$ cat config.mk
export PLATFORM = sky130hd
export DESIGN_NAME = mmio_uart_ctrl
export DESIGN_NICKNAME = d
export VERILOG_FILES = /design/src/rtl/mmio_uart_ctrl.sv
export SDC_FILE = /design/constraint.sdc
export NUM_CORES = 1
export LEC_CHECK = 0
export CORE_MARGIN = 5
export CORE_UTILIZATION = 53
export DETAILED_ROUTE_END_ITERATION = 8
export PLACE_DENSITY = 0.81
export SLEW_MARGIN = 20
export SYNTH_ARGS = -nofsm -noshare
export SYNTH_HDL_FRONTEND = slang
export SYNTH_SLANG_ARGS = --single-unit
$ cat constraint.sdc
create_clock -name clk -period 2.4 [get_ports clk]
set_input_delay 0.36 -clock clk [delete_from_list [all_inputs] [get_ports clk]]
set_output_delay 0.36 -clock clk [all_outputs]
set_load 0.02 [all_outputs]
$ cat src/rtl/mmio_uart_ctrl.sv
// MMIO controller that bridges core loads/stores to the UART RX/TX ready-valid ports.
// It also owns the cycle and retired-instruction counters.
module mmio_uart_ctrl #(
  parameter int CNT_W = 32,
  parameter int OFF_W = 8
) (
  input  logic             clk,
  input  logic             rst_n,
  input  logic [OFF_W-1:0] io_addr,
  input  logic             io_rd,
  input  logic             io_wr,
  input  logic [31:0]      io_wdata,
  output logic [31:0]      io_rdata,
  input  logic             instr_retire,
  input  logic [7:0]       rx_data_out,
  input  logic             rx_data_out_valid,
  output logic             rx_data_out_ready,
  output logic [7:0]       tx_data_in,
  output logic             tx_data_in_valid,
  input  logic             tx_data_in_ready,
  output logic [0:0]       tx_state
);

  // Handshakes: a byte moves on an edge where valid and ready are both high;
  // valid never drops and data never changes while waiting for ready.
  localparam logic [0:0] ST_IDLE = 1'b0;
  localparam logic [0:0] ST_SEND = 1'b1;

  localparam logic [OFF_W-1:0] OFF_STATUS = OFF_W'(8'h00);
  localparam logic [OFF_W-1:0] OFF_RX     = OFF_W'(8'h04);
  localparam logic [OFF_W-1:0] OFF_TX     = OFF_W'(8'h08);
  localparam logic [OFF_W-1:0] OFF_CYC    = OFF_W'(8'h10);
  localparam logic [OFF_W-1:0] OFF_INSTRET = OFF_W'(8'h14);
  localparam logic [OFF_W-1:0] OFF_CNT_CLR = OFF_W'(8'h18);

  logic [0:0]       state;
  logic             tx_ovf;
  logic [CNT_W-1:0] cyc_cnt;
  logic [CNT_W-1:0] ret_cnt;
  logic             tx_wr;
  logic             cnt_clr;
  logic             status_rd;
  logic [31:0]      rdata_next;

  assign tx_state  = state;
  assign tx_wr     = io_wr && (io_addr == OFF_TX);
  assign cnt_clr   = io_wr && (io_addr == OFF_CNT_CLR);
  assign status_rd = io_rd && (io_addr == OFF_STATUS);

  // Pop only when a byte is actually present; held low during reset.
  assign rx_data_out_ready = rst_n && io_rd && (io_addr == OFF_RX) && rx_data_out_valid;

  always_comb begin
    rdata_next = io_rdata;
    if (io_rd) begin
      case (io_addr)
        OFF_STATUS:  rdata_next = {29'b0, tx_ovf, rx_data_out_valid, state == ST_IDLE};
        OFF_RX:      rdata_next = {24'b0, rx_data_out};
        OFF_CYC:     rdata_next = 32'(cyc_cnt);
        OFF_INSTRET: rdata_next = 32'(ret_cnt);
        default:     rdata_next = 32'b0;
      endcase
    end
  end

  always_ff @(posedge clk or negedge rst_n) begin
    if (!rst_n) begin
      io_rdata <= 32'b0;
    end else begin
      io_rdata <= rdata_next;
    end
  end

  always_ff @(posedge clk or negedge rst_n) begin
    if (!rst_n) begin
      state            <= ST_IDLE;
      tx_data_in       <= 8'b0;
      tx_data_in_valid <= 1'b0;
    end else begin
      case (state)
        ST_IDLE: begin
          if (tx_wr) begin
            tx_data_in       <= io_wdata[7:0];
            tx_data_in_valid <= 1'b1;
            state            <= ST_SEND;
          end
        end
        default: begin
          if (tx_data_in_ready) begin
            tx_data_in_valid <= 1'b0;
            state            <= ST_IDLE;
          end
        end
      endcase
    end
  end

  // A dropped byte beats a simultaneous status-read clear.
  always_ff @(posedge clk or negedge rst_n) begin
    if (!rst_n) begin
      tx_ovf <= 1'b0;
    end else if (tx_wr && (state == ST_SEND)) begin
      tx_ovf <= 1'b1;
    end else if (status_rd) begin
      tx_ovf <= 1'b0;
    end
  end

  always_ff @(posedge clk or negedge rst_n) begin
    if (!rst_n) begin
      cyc_cnt <= '0;
      ret_cnt <= '0;
    end else if (cnt_clr) begin
      cyc_cnt <= '0;
      ret_cnt <= '0;
    end else begin
      cyc_cnt <= cyc_cnt + 1'b1;
      if (instr_retire) ret_cnt <= ret_cnt + 1'b1;
    end
  end

endmodule
==> impl_results.md <==
* Largest net degree at the start of global routing at 67
* ANT cells at 0
* WP data required at roughly 2.0 ns
* Pre-Repair DR Iteration Count at 4
* Synth area leader: dfrtp_1
* Die width at roughly 110 microns
* Final WL at between 10 and 15 mm
* Cell count after synthesis at about 550
* Peak Freq at around 0.45 GHz
* Vias in the first global route at ~4600
* Multi-input gate area at between 0.002 and 0.0025 sq mm
* Max cap viols at 0
* CTS Root Buffer Type: clkbuf_8
* GRT Total Usage at approximately 23%
* Port bufs at 73
* Synth warnings at 0
* Hold Crit Class: in -> async
* WL per Instance at roughly 18 microns
* Detailed Place HPWL at between 9 and 10 mm
* Final-layout fill cell count at 830
* Post-Syn Area per Cell at around 9.9 sq um
* DRC viols at 0
* Endpoints failing setup at 0
* Clk sink count at roughly 110
* Deepest clock path buffer count at 2
* First-pass GRT wire length at around 23 mm
* Slew @ Worst Pin at between 0.8 and 0.9 ns
* Max Clock Skew at between 0.009 and 0.01 ns
* Async SR Flop Fraction at 100.0%
* Initial Utilization at roughly 53%
* Top FF cell, synth: dfrtp_1
* CTS tree: built
* Most frequent cell after synthesis: dfrtp_1
* Startpoint types: input port
* Post-Syn Area at around 0.0054 sq mm
* PD cells at around 600 mW/mm^2
* WS Path Type: in -> out
* Leading cell types by count after synthesis: dfrtp_1, inv_1, a21oi_1
* Io pins at 98
* Post-route ant nets at 0
* Status: completed
* Total vias in the final route at 4607
* Post-synth top area share at 49.22%
* Core box area at about 0.010 sq mm
* Seq/Total Area, Yosys at 49.22%
* Tmin final at approximately 2.2 ns
* Synthesized flop and latch total at between 100 and 150
* CP endpoint kind: primary output
* CTS Hold Buffers Added at 0
* Leak at between 2 and 3 nW
* Syn_nets at between 600 and 700
* Via/cell ratio at around 6
* RSZ-0062 raised after global routing: false
* Gpl congestion at 0.8736
* Slew Viols, Final at 0
* Initial antenna violation count at 0
* Area growth from synthesis to layout at 21.55%
* Final Hold Vio Count at 0
* DIE AREA at about 0.012 sq mm
* Worst skew pair latency at around 0.37 ns
* Worst-path clk slew at 0.09 ns
* H-Tree Depth at 3
* NumNets Final at 674
* Worst vdd ir at 0.3861 mV
* Ratio of final minimum period to clock period at between 90 and 100%
* Final instance area at 0.006613 sq mm
* Layout cell share with drive strength beyond 1 at about 10%
* CP arrival at between 1.5 and 2 ns
* Post-synth EDFFs at 0
* Placed Area at between 0.006 and 0.007 sq mm
* DR iter-0 viols at ~230
* Netlist cell types at 48
* Vert. Die Dim at 111.3 microns
* Row count at 37
* Top post-synthesis cells by area: dfrtp_1, mux2i_1, a21oi_1
* Total Power at between 4 and 5 mW
* Storage element area at 0.002678 sq mm
* Remaining Overflow, GRT at 0
* Crit Path Max Fanout at 2
* Num CTS Buffers at 9
* Max_slew headroom at 42.23%
placed cells by master, fill, tap and decap left out, types with 6 or more instances in the layout:
cell type,instances
dfrtp_1,107
a22o_1,6
clkbuf_8,11
o31ai_1,21
or3_1,13
mux2_2,13
a21oi_1,36
buf_4,17
inv_1,40
nand4_1,18
o21ai_0,20
mux2i_1,27
or4_1,22
nor2_1,29
nand3_1,29
nand2_1,28
xnor2_1,11
o22ai_1,24
and2_1,6
clkdlybuf4s50_1,70
xor2_1,11
and4_1,8
flip-flops by register name, summed over array words and instances, names as in the netlist:
signal,count
cyc_cnt,32
io_rdata,32
ret_cnt,32
tx_data_in,8
tx_data_in_valid,1
tx_ovf,1
tx_state,1
per-layer routing:
layer	share of wire (%)	vias up	track usage [%]
li1	-	2140	-
met3	5.2	28	2.293
met4	2.6	0	9.732
met2	49	158	36.95
met5	0	-	0
met1	43	2281	30.91
power breakdown:
group	total, mW	switching [mW]	internal, mW
sequential	2.20	0.249	1.95
combinational	0.571	0.289	0.282
clock	1.26	0.615	0.644
critical path, stage by stage:
cell,delay (ns)
clkdlybuf4s50_1,0.43
nor4_2,0.32
nor3b_2,0.26
nand2_1,0.08
nor2_1,0.09
dlygate4sd2_1,0.33
worst paths after layout:
check | start | endpoint | slack [ns] | depth (start not counted)
worst max register to register | cyc_cnt[8]$_DFF_PN0_ | cyc_cnt[31]$_DFF_PN0_ | 0.22 | 4
worst min register to register | tx_data_in[1]$_DFFE_PN0P_ | tx_data_in[1]$_DFFE_PN0P_ | 0.52 | 1
worst max-delay path | io_addr[5] | rx_data_out_ready | 0.17 | 6
max in group asynchronous | rst_n | ret_cnt[21]$_DFFE_PN0P_ | 1.11 | 3
worst min-delay path | rst_n | io_rdata[3]$_DFFE_PN0P_ | 0.20 | 2
min in group clk | tx_data_in[1]$_DFFE_PN0P_ | tx_data_in[1]$_DFFE_PN0P_ | 0.52 | 1
logic make-up after synthesis:
family / synth area share, %
buffers and inverters: 5.335
adders and majority gates: 0.4599
AOI/OAI and AO/OA: 12.70
and+or+nand+nor: 19.85
muxes: 8.901
xor gates and xnor gates: 3.542
DFF: 49.22
metrics by stage:
stage	setup TNS, ns	instances	utilization [%]	hold WS, ns	worst slack [ns]
2_1_floorplan	0	548	-	0.06441	0.3576
6_report	0	758	64.93	0.1988	0.1696
3_5_place_dp	-0.5078	742	62.59	0.4886	-0.2441
4_1_cts	0	758	64.93	0.2190	0.1549
3_3_place_gp	-0.1394	742	62.59	0.4926	-0.1394
5_1_grt	0	758	64.93	0.2643	0.08961
area by class of cell:
| class | instances | share of cell area, % |
|---|---|---|
| sequential | 107 | 40.49 |
| multi-input combinational | 367 | 37.58 |
| clock buffer | 12 | 2.346 |
| timing repair buffer | 92 | 13.64 |
| clock inverter | 4 | 1.097 |
| tap | 136 | 2.573 |
| inverter | 40 | 2.271 |
repair_timing:
item / in CTS / in global routing
setup buffers: 0 / 0
resized for setup: 3 / 0
hold endpoints to repair: 0 / 0
setup endpoints to repair: 1 / 0
Power figures use the tool's default switching activity.
